<file path="config.mk">
export PLATFORM = sky130hd
export DESIGN_NAME = connect4_board_ctrl
export DESIGN_NICKNAME = d
export VERILOG_FILES = /design/src/rtl/connect4_board_ctrl.sv
export SDC_FILE = /design/constraint.sdc
export NUM_CORES = 1
export LEC_CHECK = 0
export CELL_PAD_IN_SITES_DETAIL_PLACEMENT = 0
export CELL_PAD_IN_SITES_GLOBAL_PLACEMENT = 1
export CORE_MARGIN = 3
export CORE_UTILIZATION = 45
export DETAILED_ROUTE_END_ITERATION = 16
export DONT_BUFFER_PORTS = 1
export HOLD_SLACK_MARGIN = 0.05
export MAX_ROUTING_LAYER = met4
export PLACE_DENSITY = 0.82
export SYNTH_ARGS = -nofsm -noshare
export SYNTH_HDL_FRONTEND = slang
export SYNTH_SLANG_ARGS = --single-unit
export TNS_END_PERCENT = 20
</file>
<file path="constraint.sdc">
create_clock -name clk -period 24.3 [get_ports clk]
set_clock_uncertainty 0.1 [all_clocks]
set_input_delay 4.86 -clock clk [delete_from_list [all_inputs] [get_ports clk]]
set_output_delay 4.86 -clock clk [all_outputs]
set_load 0.01 [all_outputs]
</file>
<file path="src/rtl/connect4_board_ctrl.sv">
// Connect-4 game-state engine: owns the 6x7 board, applies gravity to column drops,
// checks four-in-a-row around each new piece and alternates turns.
module connect4_board_ctrl #(
    parameter int ROWS    = 6,
    parameter int COLS    = 7,
    parameter int WIN_LEN = 4
) (
    input  logic                              clk,
    input  logic                              rst,
    input  logic                              new_game,
    input  logic                              drop_valid,
    input  logic [2:0]                        drop_col,
    output logic                              drop_ready,
    output logic [0:ROWS-1][0:COLS-1][1:0]    tablero,
    output logic [1:0]                        current_player,
    output logic                              move_done,
    output logic                              move_invalid,
    output logic [1:0]                        winner,
    output logic                              board_full,
    output logic                              busy
);

    localparam int RW = (ROWS > 1) ? $clog2(ROWS) : 1;
    localparam int MW = $clog2(ROWS * COLS + 1);

    localparam logic [1:0] EMPTY = 2'b00;
    localparam logic [1:0] RED   = 2'b01;
    localparam logic [1:0] YEL   = 2'b10;

    typedef logic [0:ROWS-1][0:COLS-1][1:0] board_t;

    typedef enum logic [2:0] {
        IDLE,
        SCAN,
        PLACE,
        CHECK,
        OVER
    } state_t;

    state_t state, state_next;

    logic [2:0]    col;
    logic [RW-1:0] scan_row;
    logic [RW-1:0] place_row;
    logic [1:0]    dir;
    logic          win_acc;
    logic [MW-1:0] move_cnt;

    logic accept;
    logic reject;
    logic place_found;
    logic scan_dec;
    logic last_check;
    logic check_hit;
    logic win_now;
    logic full_now;
    int   dr;
    int   dc;

    // Length of the run of 'who' through (pr,pc) along +/-(dr,dc), each side capped at WIN_LEN-1.
    function automatic int line_len(input board_t board, input int pr, input int pc,
                                    input int sr, input int sc, input logic [1:0] who);
        int   n;
        int   r;
        int   c;
        logic run;
        n = 1;
        for (int side = 0; side < 2; side++) begin
            run = 1'b1;
            for (int k = 1; k < WIN_LEN; k++) begin
                r = (side == 0) ? pr + k * sr : pr - k * sr;
                c = (side == 0) ? pc + k * sc : pc - k * sc;
                if (run && r >= 0 && r < ROWS && c >= 0 && c < COLS &&
                    board[r[RW-1:0]][c[2:0]] == who) begin
                    n = n + 1;
                end else begin
                    run = 1'b0;
                end
            end
        end
        return n;
    endfunction

    always_comb begin
        dr = 0;
        dc = 1;
        case (dir)
            2'd0:    begin dr = 0;  dc = 1; end
            2'd1:    begin dr = 1;  dc = 0; end
            2'd2:    begin dr = 1;  dc = 1; end
            default: begin dr = -1; dc = 1; end
        endcase
        check_hit = (line_len(tablero, int'(place_row), int'(col), dr, dc, current_player) >= WIN_LEN);
        win_now   = win_acc | check_hit;
        full_now  = (move_cnt == MW'(ROWS * COLS));
    end

    always_ff @(posedge clk) begin
        if (rst || new_game) begin
            state <= IDLE;
        end else begin
            state <= state_next;
        end
    end

    always_comb begin
        state_next  = state;
        accept      = 1'b0;
        reject      = 1'b0;
        place_found = 1'b0;
        scan_dec    = 1'b0;
        last_check  = 1'b0;
        case (state)
            IDLE: begin
                if (drop_valid) begin
                    if (int'(drop_col) >= COLS) begin
                        reject = 1'b1;
                    end else begin
                        accept     = 1'b1;
                        state_next = SCAN;
                    end
                end
            end
            SCAN: begin
                // Scan bottom-up for the first empty cell; reaching row 0 occupied means column full.
                if (tablero[scan_row][col] == EMPTY) begin
                    place_found = 1'b1;
                    state_next  = PLACE;
                end else if (scan_row == '0) begin
                    reject     = 1'b1;
                    state_next = IDLE;
                end else begin
                    scan_dec = 1'b1;
                end
            end
            PLACE: begin
                state_next = CHECK;
            end
            CHECK: begin
                if (dir == 2'd3) begin
                    last_check = 1'b1;
                    state_next = (win_now || full_now) ? OVER : IDLE;
                end
            end
            OVER: begin
                state_next = OVER;
            end
            default: begin
                state_next = IDLE;
            end
        endcase
    end

    always_ff @(posedge clk) begin
        if (rst || new_game) begin
            tablero        <= '0;
            current_player <= RED;
            winner         <= EMPTY;
            board_full     <= 1'b0;
            move_done      <= 1'b0;
            move_invalid   <= 1'b0;
            move_cnt       <= '0;
            win_acc        <= 1'b0;
            col            <= '0;
            scan_row       <= '0;
            place_row      <= '0;
            dir            <= '0;
        end else begin
            move_done    <= last_check;
            move_invalid <= reject;
            if (accept) begin
                col      <= drop_col;
                scan_row <= RW'(ROWS - 1);
            end
            if (scan_dec) begin
                scan_row <= scan_row - RW'(1);
            end
            if (place_found) begin
                place_row <= scan_row;
            end
            if (state == PLACE) begin
                tablero[place_row][col] <= current_player;
                move_cnt                <= move_cnt + MW'(1);
                dir                     <= 2'd0;
                win_acc                 <= 1'b0;
            end
            if (state == CHECK) begin
                dir <= dir + 2'd1;
                if (check_hit) begin
                    win_acc <= 1'b1;
                end
            end
            // Outcome is resolved on the last direction, including a hit found in that same cycle.
            if (last_check) begin
                if (win_now) begin
                    winner <= current_player;
                end else if (full_now) begin
                    board_full <= 1'b1;
                end else begin
                    current_player <= (current_player == RED) ? YEL : RED;
                end
            end
        end
    end

    assign drop_ready = (state == IDLE);
    assign busy       = (state == SCAN) || (state == PLACE) || (state == CHECK);

endmodule

</file>
# Word level (Yosys, flattened, before mapping)
# Index checks and enable logic that the tools add are counted.
# classes
n_addsub	20
mul	2
div_mod_pow	0
magnitude_cmp	43
eq_ne	19
n_shift	0
muxes	89
n_bitwise	18
n_reduce_logical	45
# op_table
cell	count
$ge A32 B1 Y1 const B	12
$lt A32 B4 Y1 const B	12
$bmux W14 S3	7
$mux W14	15
$add A4 B32 Y32	6
$sub A4 B32 Y32	6
$add A32 B2 Y32 const B	5
$mux W32	5
$bwmux W84	1
$mul A3 B32 Y32 const A	2
$pmux W32 S2	1
$ge A4 B4 Y1 const B	15
$not A3 Y4	15
$bmux W2 S3	7
$demux W14 S3	1
$mux W2	19
$ge A32 B4 Y1 const B	1
$logic_and A1 B1 Y1	30
$mux W3	8
$mux W1	22
$pmux W3 S5	1
$eq A2 B2 Y1	6
$lt A4 B1 Y1 const B	2
$add A6 B1 Y6 const B	1
23 further kinds	36
# totals
reg_bits	112
latch_bits	0
mem_bits_rw	0
mem_bits_ro	0
input_bits	7
output_inout_bits	93
wordCells	290
n_memories	0

# Depth between registers and ports, before layout
# depth
depth_word	38
ltp_mapped	38
ltp_nobuf	37

# Worst setup path before layout
# OpenSTA, ideal clock, no wires.
# synth_timing
path_type	register to register
startpoint	register place_row[0]
endpoint	register current_player[0]
t_arrival_ns	8.368
setup_slack_ns	15.711
stages_incl_launch_ff	37
period_less_slack_ns	8.589
path_cell_list	dfxtp_1 -> buf_2 -> buf_2 -> inv_1 -> clkbuf_1 -> ha_1 -> buf_4 -> buf_12 -> buf_4 -> buf_6 -> buf_2 -> mux4_2 -> mux2i_1 -> o21ai_0 -> mux4_2 -> xnor2_1 -> nor3_1 -> and4b_1 -> ha_1 -> nand4_1 -> a311o_1 -> a221oi_1 -> nand2_1 -> fa_1 -> xnor2_1 -> ha_1 -> a21boi_0 -> o21ai_0 -> ha_1 -> o311ai_0 -> a2111oi_0 -> nand3_1 -> or4b_4 -> o31ai_4 -> o31ai_4 -> nor3_4 -> mux2_4
# synth_between
elab_chain_len	33
# synth_rtl
item	line	text
start: declaration	44	logic [RW-1:0] place_row;
start signal: assignment	179	place_row <= scan_row;
parallel branches: the longest is 28 deep, another holds $add A4 B32 Y32	-	
$mux W32 (*)	73	if (run && r >= 0 && r < ROWS && c >= 0 && c < COLS &&
$ge A32 B4 Y1 (*)	93	check_hit = (line_len(tablero, int'(place_row), int'(col), dr, dc, current_player) >= WIN_LEN);
$or A1 B1 Y1 (*)	94	win_now = win_acc | check_hit;
$not A1 Y1 (no source line) (*)	-	
$reduce_and A3 Y1 (no source line) (*)	-	
end signal: assignment	200	current_player <= (current_player == RED) ? YEL : RED;
end: declaration	15	output logic [1:0] current_player,
# Every way passes the cells marked *. The select of a mux whose other input is x is not followed.
# A chain may end at the register's enable or synchronous reset.

# Worst setup path in the final report
# layout_timing
startpoint	register place_row[2]
endpoint	register current_player[0]
# The elaborated chain is that of the path after synthesis.

==> Flow_metrics.wiki <==
{| class="wikitable"
! Metric !! Value
|-
| Setup Crit Path Kind || reg -> reg
|-
| Peak VDD IR || 0.0304 mV
|-
| Worst slew margin relative to its limit || 0.183
|-
| Type of destination of the critical path || flip-flop
|-
| Highest-delay cell along the critical path || xnor2_1
|-
| Die Footprint || 0.0255 mm2
|-
| Area of all placed cells without fillers || 0.0113 mm2
|-
| Power consumption || 384 uW
|-
| Root Buffer Master || clkbuf_16
|-
| Number of max-slew violations in the final report || 0
|-
| Chip Width || 160 um
|-
| Overall routing resource usage || 0.317
|-
| First-pass GRT wire length || 61500 um
|-
| Share of power burned in registers || 0.482
|-
| Switching component of the power || 104 uW
|-
| Vias per cell || 6.80
|-
| Run status || completed
|-
| Number of nets still failing antenna checks after routing || 0
|-
| Setup crit start kind || flip-flop
|-
| Hold Crit Start || dir[1]
|-
| WHS || 404 ps
|-
| Worst min-delay path class || reg -> reg
|-
| Growth of design area from synthesis to finish || 6.55%
|-
| RSZ-0062 raised after global routing || false
|-
| Leading cell type in the layout, fill and taps excluded || nand2_1
|-
| Worst-case setup slack after placement || 14160 ps
|-
| Detailed Place HPWL || 29500 um
|-
| Total number of H-tree levels || 3
|-
| Fraction of registers with async set or reset after synthesis || 0
|-
| Quantity of gates resized following cts || 0
|-
| FILL cells || 2194
|-
| Final setup fails || 0
|-
| Nets@finish || 1337
|-
| Cell-internal power || 280 uW
|-
| Number of flops mapped to enable cells by yosys || 0
|-
| Setup_tns || 0 ps
|-
| Chip Height || 160 um
|-
| Hold-fix buffers, CTS || 0
|-
| Max-cap violations || 0
|-
| Largest net degree at the start of global routing || 88
|-
| # DRC || 0
|-
| Antenna violations before repair || 0
|-
| Core Box Area || 0.0229 mm2
|-
| Number of distinct standard cells referenced by the synthesized netlist || 85
|-
| Buffers inserted during post-CTS setup optimization || 0
|-
| Number of optimization iterations in the first detailed-route pass || 6
|-
| Ant diodes || 0
|-
| Final min period || 10240 ps
|-
| Syn Area/Cell || 8.15 um2
|-
| Cell leakage power || 3.91 nW
|-
| Logic pwr share || 0.090
|-
| Final-report hold violation count || 0
|-
| Maximum fanout along the worst path || 15
|-
| Placement Rows || 55
|-
| Fin worst setup slack || 14060 ps
|-
| Cell repeated most along the worst path || ha_1
|-
| Fraction of power consumed by the clock network || 0.428
|-
| Kind of cell with the highest combined delay on the critical path || simple AND/OR/NAND/NOR gates
|-
| Critical path buffer and inverter count || 2
|-
| Proportion of total power due to net switching || 0.271
|-
| Critical path arrival || 10400 ps
|-
| TritonCTS buffer count || 9
|-
| Maximum clock frequency || 97.7 MHz
|-
| Crit share post-route || 0.421
|-
| Most frequent cells in the layout || nand2_1 (179), a21oi_1 (136), dfxtp_1 (109)
|-
| Routed WL per cell || 25.7 um
|-
| Req. time, crit path || 24460 ps
|-
| Total congestion overflow || 0
|-
| Leading register cell type out of synthesis || dfxtp_1
|-
| Yosys warnings || 0
|-
| Routed vias || 10700
|-
| Final weighted congestion of routability-driven global placement || 1.04
|-
| Proportion of layout cells with a drive suffix above 1 || 0.139
|-
| Port buffer count || 0
|-
| FF+latch count, synth || 112
|-
| Worst Max-Slew Pin Slew || 1220 ps
|-
| Number of nets produced by synthesis || 1380
|-
| Sinks on Clock Net || 112
|-
| Number of instances in the synthesized netlist || 1305
|-
| Startpoint of the worst setup timing path || place_row[2]
|-
| Total length of routed wires || 40600 um
|-
| Reg-to-reg startpoint || place_row[2]
|-
| Share of synthesized area occupied by flip-flops and latches || 0.211
|-
| Maximum count of clock buffers along a single path || 2
|-
| Maximum cell stage delay along the critical path || 1000 ps
|-
| Ports || 100
|-
| Number of global-route vias before repair || 9866
|-
| Total power divided by cell area || 33.8 mW/mm2
|-
| Total standard cell area after synthesis || 0.0106 mm2
|-
| Clk_lat worst skew || 370 ps
|-
| Area post-placement || 0.0110 mm2
|-
| Initial core utilization || 0.464
|-
| Clock transition time at the flip-flop clock pins of the worst setup and hold paths || 80 ps
|-
| Violation count after the first detailed-routing iteration || 1472
|-
| CTS tree || done
|}
-- final cells by class --
class / instances / area, um2 / area share
clock inverters: 7 / 100 / 0.00883
multi-input cells: 1048 / 7850 / 0.693
well taps: 313 / 392 / 0.0346
clock buffers: 9 / 225 / 0.0199
inverters: 44 / 165 / 0.0146
repair buffers: 47 / 353 / 0.0311
flip-flops and latches: 112 / 2250 / 0.198
-- power groups by stage --
stage / sequential, mW / combinational [mW] / clock, mW
2_1_floorplan: 0.189 / 0.0259 / 0
3_3_place_gp: 0.189 / 0.0339 / 0
3_5_place_dp: 0.189 / 0.0339 / 0
4_1_cts: 0.185 / 0.0340 / 0.166
5_1_grt: 0.185 / 0.0372 / 0.173
6_report: 0.185 / 0.0346 / 0.164
-- synth_stat cells, types with 13 or more instances --
| cell | number | share of area |
|---|---|---|
| o21ai_0 | 26 | 0.012 |
| o22ai_1 | 13 | 0.0076 |
| nor2_1 | 87 | 0.031 |
| nor2b_1 | 18 | 0.011 |
| a21oi_1 | 136 | 0.064 |
| nand2_1 | 179 | 0.063 |
| nand3_1 | 103 | 0.048 |
| a211oi_1 | 17 | 0.012 |
| inv_1 | 39 | 0.014 |
| ha_1 | 61 | 0.072 |
| mux2i_1 | 64 | 0.060 |
| nor3_1 | 46 | 0.022 |
| buf_2 | 18 | 0.0085 |
| xnor2_1 | 18 | 0.015 |
| dfxtp_1 | 112 | 0.21 |
| clkbuf_1 | 67 | 0.024 |
| mux2_2 | 16 | 0.017 |
| mux4_2 | 65 | 0.14 |
-- cell families after synthesis --
group | after synthesis | share of synthesized area
multiplexers | 146 | 0.216
AO/OA/AOI/OAI | 294 | 0.177
AND/OR/NAND/NOR | 511 | 0.227
XOR/XNOR | 29 | 0.0260
buffers and inverters | 145 | 0.0573
adder cells (fa/ha/maj) | 68 | 0.0849
flip-flops | 112 | 0.211
-- tightest hold or removal path, stage by stage, from the launching register on --
cell and delay [ps]:
dfxtp_1 340, nand2_1 70, a21oi_1 50
-- per-stage QoR --
step,cells,util
CTS,1580,0.495
detailed placement,1564,0.480
finish,1580,0.495
floorplan,1305,-
global placement,1564,0.480
global route,1580,0.495
-- metal layers --
layer | routed length [um] | global-route usage | part of all wire
met3 | 5470 | 0.0994 | 0.13
met2 | 17700 | 0.456 | 0.44
met5 | 0 | - | 0
met4 | 1280 | 0.105 | 0.031
met1 | 16200 | 0.424 | 0.40
-- final timing paths --
path	to	slack, ps	cells past startpoint
setup reg to reg	current_player[0]	14060	29
hold reg to reg	dir[1]	400	2
setup / recovery	current_player[0]	14060	29
hold / removal	dir[1]	400	2
-- registers in the layout, summed over array words and instances, names as in the netlist --
name and flops:
board_full 1, col 3, current_player 2, dir 2, move_cnt 6, move_done 1
move_invalid 1, place_row 3, scan_row 3, state 3, tablero 84, win_acc 1
winner 2
Note: power is estimated with default switching activity, not from simulation.
